## src/rtl/object_draw_engine_pkg.sv

```systemverilog
// Shared definitions for the object draw engine: screen defaults, job modes
// and the engine state encoding.
package object_draw_engine_pkg;

    localparam int SCREEN_W_DEFAULT = 160;
    localparam int SCREEN_H_DEFAULT = 120;

    localparam logic [1:0] MODE_OBJECT = 2'b00;
    localparam logic [1:0] MODE_CLEAR  = 2'b01;

    typedef enum logic [1:0] {
        ST_IDLE = 2'd0,
        ST_SCAN = 2'd1,
        ST_DONE = 2'd2
    } engine_state_t;

    // Only the exact clear encoding selects a clear; every other value draws.
    function automatic logic is_clear(input logic [1:0] mode);
        return mode == MODE_CLEAR;
    endfunction

endpackage

```

## src/rtl/object_draw_engine_scan.sv

```systemverilog
// Row-major 2-D pixel counter: cx sweeps 0..width-1, then wraps and bumps cy.
// last flags the final pixel of the width x height rectangle.
module pixel_scan_counter #(
    parameter int CX_W = 8,
    parameter int CY_W = 7
) (
    input  logic            clk,
    input  logic            reset,
    input  logic [CX_W-1:0] width,
    input  logic [CY_W-1:0] height,
    input  logic            enable,
    input  logic            load,
    output logic [CX_W-1:0] cx,
    output logic [CY_W-1:0] cy,
    output logic            last
);

    localparam logic [CX_W-1:0] CX_ONE = CX_W'(1);
    localparam logic [CY_W-1:0] CY_ONE = CY_W'(1);

    logic row_end;

    assign row_end = (cx == width - CX_ONE);
    assign last    = row_end && (cy == height - CY_ONE);

    always_ff @(posedge clk or posedge reset) begin
        if (reset) begin
            cx <= '0;
            cy <= '0;
        end else if (load) begin
            cx <= '0;
            cy <= '0;
        end else if (enable) begin
            if (row_end) begin
                cx <= '0;
                cy <= cy + CY_ONE;
            end else begin
                cx <= cx + CX_ONE;
            end
        end
    end

endmodule

```

## src/rtl/object_draw_engine.sv

```systemverilog
// Rectangle fill / screen clear engine that streams one pixel write per cycle.
//
//   state   | meaning
//   IDLE    | waiting for start; latches the job geometry when it arrives
//   SCAN    | one pixel per cycle, row-major; busy=1
//   DONE    | one-cycle done pulse, start ignored, then back to IDLE
module object_draw_engine
    import object_draw_engine_pkg::*;
#(
    parameter int         SCREEN_W  = SCREEN_W_DEFAULT,
    parameter int         SCREEN_H  = SCREEN_H_DEFAULT,
    parameter logic [2:0] BG_COLOUR = 3'b000
) (
    input  logic       clk,
    input  logic       reset,
    input  logic       start,
    input  logic [1:0] mode,
    input  logic [7:0] obj_x,
    input  logic [6:0] obj_y,
    input  logic [4:0] obj_w,
    input  logic [4:0] obj_h,
    input  logic [2:0] obj_colour,
    output logic       busy,
    output logic       done,
    output logic [7:0] vga_x,
    output logic [6:0] vga_y,
    output logic [2:0] vga_colour,
    output logic       vga_plot
);

    localparam logic [8:0] X_LIM = 9'(SCREEN_W);
    localparam logic [7:0] Y_LIM = 8'(SCREEN_H);

    engine_state_t state;
    logic [7:0]    x0, job_w, cx;
    logic [6:0]    y0, job_h, cy;
    logic [2:0]    job_colour;
    logic          last, zero_job, load;
    logic [8:0]    px;
    logic [7:0]    py;

    assign zero_job = !is_clear(mode) && ((obj_w == 5'd0) || (obj_h == 5'd0));
    assign load     = (state == ST_IDLE) && start && !zero_job;

    pixel_scan_counter #(.CX_W(8), .CY_W(7)) u_scan (
        .clk    (clk),
        .reset  (reset),
        .width  (job_w),
        .height (job_h),
        .enable ((state == ST_SCAN) && !last),
        .load   (load),
        .cx     (cx),
        .cy     (cy),
        .last   (last)
    );

    // One extra bit so objects hanging off the right/bottom edge clip instead of wrapping.
    assign px = {1'b0, x0} + {1'b0, cx};
    assign py = {1'b0, y0} + {1'b0, cy};

    // Address and colour come straight from registers, so they hold outside SCAN.
    assign vga_x      = px[7:0];
    assign vga_y      = py[6:0];
    assign vga_colour = job_colour;
    assign vga_plot   = (state == ST_SCAN) && (px < X_LIM) && (py < Y_LIM);

    always_ff @(posedge clk or posedge reset) begin
        if (reset) begin
            state      <= ST_IDLE;
            busy       <= 1'b0;
            done       <= 1'b0;
            x0         <= '0;
            y0         <= '0;
            job_w      <= '0;
            job_h      <= '0;
            job_colour <= '0;
        end else begin
            case (state)
                ST_IDLE: begin
                    done <= 1'b0;
                    if (start) begin
                        if (is_clear(mode)) begin
                            x0         <= '0;
                            y0         <= '0;
                            job_w      <= 8'(SCREEN_W);
                            job_h      <= 7'(SCREEN_H);
                            job_colour <= BG_COLOUR;
                            state      <= ST_SCAN;
                            busy       <= 1'b1;
                        end else if (zero_job) begin
                            state <= ST_DONE;
                            done  <= 1'b1;
                        end else begin
                            x0         <= obj_x;
                            y0         <= obj_y;
                            job_w      <= {3'b000, obj_w};
                            job_h      <= {2'b00, obj_h};
                            job_colour <= obj_colour;
                            state      <= ST_SCAN;
                            busy       <= 1'b1;
                        end
                    end
                end
                ST_SCAN: begin
                    if (last) begin
                        state <= ST_DONE;
                        busy  <= 1'b0;
                        done  <= 1'b1;
                    end
                end
                ST_DONE: begin
                    state <= ST_IDLE;
                    done  <= 1'b0;
                end
                default: begin
                    state <= ST_IDLE;
                    busy  <= 1'b0;
                    done  <= 1'b0;
                end
            endcase
        end
    end

endmodule

```

## config.mk

```make
export PLATFORM = sky130hd
export DESIGN_NAME = object_draw_engine
export DESIGN_NICKNAME = d
export VERILOG_FILES = /design/src/rtl/object_draw_engine_pkg.sv /design/src/rtl/object_draw_engine_scan.sv /design/src/rtl/object_draw_engine.sv
export SDC_FILE = /design/constraint.sdc
export NUM_CORES = 1
export LEC_CHECK = 0
export CORE_ASPECT_RATIO = 1.25
export CORE_MARGIN = 1
export CORE_UTILIZATION = 54
export DETAILED_ROUTE_END_ITERATION = 7
export PLACE_DENSITY = 0.88
export SYNTH_ARGS = -nofsm -noshare
export SYNTH_HDL_FRONTEND = slang
export SYNTH_HIERARCHICAL = 1
export SYNTH_SLANG_ARGS = --single-unit
```

## constraint.sdc

```tcl
create_clock -name clk -period 4.5 [get_ports clk]
set_input_delay 1.125 -clock clk [delete_from_list [all_inputs] [get_ports clk]]
set_output_delay 1.125 -clock clk [all_outputs]
set_load 0.02 [all_outputs]
```

==> flow_summary.ini <==
[setup_path]
r2r-start = job_w[0]$_DFFE_PP0P_
worst-r2r-cell-count = 14
worst_ep_required_time_ns = 3.38
cp_data_arrival_time_ns = 2.95
cp_common_cell = o21bai_1
crit_path_start = u_scan/cx[0]$_DFFE_PP0P_
cp_num_buf_inv = 1
criticalPathCategory = flop to output pin
critPathMaxStageDelay_ns = 0.45
path_max_fanout = 6
cp_num_cells = 9
critPathTopFamily = compound AO/OA/AOI/OAI gates
crit_path_top_delay_cell = dfrtp_1
crit_path_end_kind = output pin
start_kind = flop
crit_chain = ha_1 -> fa_1 -> a211oi_1 -> o21bai_1 -> a21oi_1 -> o21bai_1 -> a221o_1 -> a311oi_1 -> dlymetal6s2s_1

[global_route]
grt_pass1_wl_mm = 12.4
grt-ovfl-total = 0
grtUsageTotal_pct = 25.1
antenna_found_initial = 0
grt_pass1_vias = 2660
grt_start_max_net_pins = 59

[pwr]
power_density_nw_per_um2 = 673
power_mw = 2.65
p_leak_nw = 1.80
peakVddDrop_mv = 0.390

[clock_network]
clock_latency_ns = 0.30
htreeDepth = 2
cts_hold_buffers = 0
clock_sinks = 48
cts_tree = built
cts.clk_slew.worst_paths_ns = 0.08
cts_resized = 0
cts_inserted_buffers = 5
postCtsSetupBuffers = 0
cts_root_buffer = clkbuf_8
cts_max_path_buffers = 2

[synth]
async_flop_share_pct = 100
ys.flop_type = dfrtp_1
syn_inst = 376
synth.distinct_cells = 53
yosysSeqAreaShare_pct = 36.5
synth_edf_count = 0
yosysWarnings = 6
synth.avg_cell_area_um2 = 8.75
ys_ff_latch = 48
syn-cell-area_um2 = 3290

[hold_path]
min_from = vga_colour[0]$_DFFE_PP0P_
hold_depth = 2
hp-class = flop to flop

[floorplanning]
rows = 31
start_util_pct = 56.5
die-area_um2 = 6410
boundaryPins = 54
core_area_um2 = 5820
chipHeight_um = 89.3
die_x_um = 71.8

[final_layout]
final_cell_area_um2 = 3930
n_fill_cell = 473
utilization_pct = 67.6
layout.cells.most_common = nand2_1
regArea_um2 = 1200
multi_input_area_um2 = 1960
area_delta_synth_final_pct = 19.6
diodes = 0
mostFrequentLayoutCells = nand2_1 (65), clkdlybuf4s50_1 (52), dfrtp_1 (48)
finalNetCount = 481
layout-drive-gt1-share_pct = 4.94

[detailed_routing]
route.detailed.drc = 0
via_per_inst = 5.74
wl_per_cell_um = 15.1
drtAntennaViolNets = 0
num_vias = 2819
drt_wl_total_mm = 7.41
first_iter_violations = 195
first_pass_iters = 4

[placement]
io_buffers = 53
place_area_um2 = 3860
gp_congestion = 0.849
hpwlAfterDp_mm = 5.51

[run]
cap_viol_max_count = 0

[sta]
hold_violations = 0
max_freq_mhz = 246
worst_pin_slew_ns = 0.774
rsz0062_at_grt = false
fin_crit_sh_pct = 90.5
slew_viol_final = 0
totalNegativeSetupSlack_ns = 0
skew_ns = 0.00583
finalCriticalPeriod_ns = 4.07
setup_violations = 0
relSlewSlack_pct = 48.2

[status]
outcome = complete, no violations
==> worst paths after layout <==
kind / end / slack (ns)
max in group asynchronous: u_scan/cy[4]$_DFFE_PP0P_ / 2.90
worst max register to register: u_scan/cy[5]$_DFFE_PP0P_ / 0.77
worst max-delay path: vga_plot / 0.43
min in group asynchronous: u_scan/cx[2]$_DFFE_PP0P_ / 1.21
worst min register to register: vga_colour[0]$_DFFE_PP0P_ / 0.49
worst min-delay path: vga_colour[0]$_DFFE_PP0P_ / 0.49
==> Yosys cell counts (2+ instances only) <==
library cell,instances,area (um2)
mux2i_1,2,20.0
nand2b_1,7,43.8
dfrtp_1,48,1200
nor4_1,11,68.8
buf_2,2,10.0
o21a_1,5,37.5
nor2b_1,9,56.3
o21bai_1,4,30.0
inv_1,13,48.8
mux2_1,5,56.3
nand4_1,3,18.8
nor3b_1,2,15.0
fa_1,2,40.0
ha_1,19,238
nor3_1,11,55.1
o21ai_0,43,215
or2_2,2,12.5
clkbuf_2,2,10.0
xor2_1,12,105
nand3_1,11,55.1
a211oi_1,2,15.0
a21boi_0,2,15.0
a21o_1,4,30.0
and3_1,4,25.0
nand3b_1,2,15.0
or4_1,2,15.0
xnor2_1,20,175
nor4b_4,3,71.3
a21oi_1,9,45.0
nand2_1,65,244
nor2_1,19,71.3
clkbuf_1,8,30.0
buf_6,3,33.8
==> logic make-up (layout without fill, tap and decap cells) <==
kind of cell	Yosys count	in the layout	synth area share, %
AOI/OAI and AO/OA	77	77	14.0
xor gates and xnor gates	32	32	8.52
adders and majority gates	21	21	8.44
buffers and inverters	29	76	4.15
DFF	48	48	36.5
muxes	8	8	2.66
other	1	3	0.114
and+or+nand+nor	160	160	25.6
==> final cells by class <==
class                   count  area share, %
clock buffers               5           1.75
multi-input cells         301           50.0
flip-flops and latches     48           30.5
repair buffers             57           14.3
well taps                  66           2.10
inverters                  14           1.34
==> through the flow <==
stage	setup slack, ns	cells	hold WS, ns
after CTS	0.00727	491	0.490
final	0.428	491	0.485
after global placement	0.435	486	0.463
after floorplan	0.777	378	0.454
after global routing	0.287	491	0.531
after detailed placement	0.350	486	0.472
==> state kept, by name, indices dropped and copies added (netlist names) <==
name / flops
u_scan/cx: 8
done: 1
state: 2
vga_colour: 3
job_w: 5
job_h: 6
u_scan/cy: 7
busy: 1
y0: 7
x0: 8
==> per-layer routing <==
| metal | wire (um) | global-route usage, % | up-vias |
|---|---|---|---|
| li1 | - | - | 1402 |
| met1 | 3140 | 31.5 | 1347 |
| met2 | 3900 | 43.3 | 52 |
| met3 | 149 | 3.49 | 18 |
| met4 | 225 | 11.6 | 0 |
| met5 | 0 | 0 | - |
==> where the power goes <==
part | total [mW] | switching, mW | internal, mW
registers | 0.781 | 0.190 | 0.592
clock network | 0.238 | 0.137 | 0.101
logic | 1.63 | 0.880 | 0.747
total | 2.65 | 1.21 | 1.44
==> tightest hold or removal path, stage by stage, from the launching register on <==
cell	delay, ns
dfrtp_1	0.34
nand2_1	0.05
o21ai_0	0.06
(Power assumes the default switching activity.)
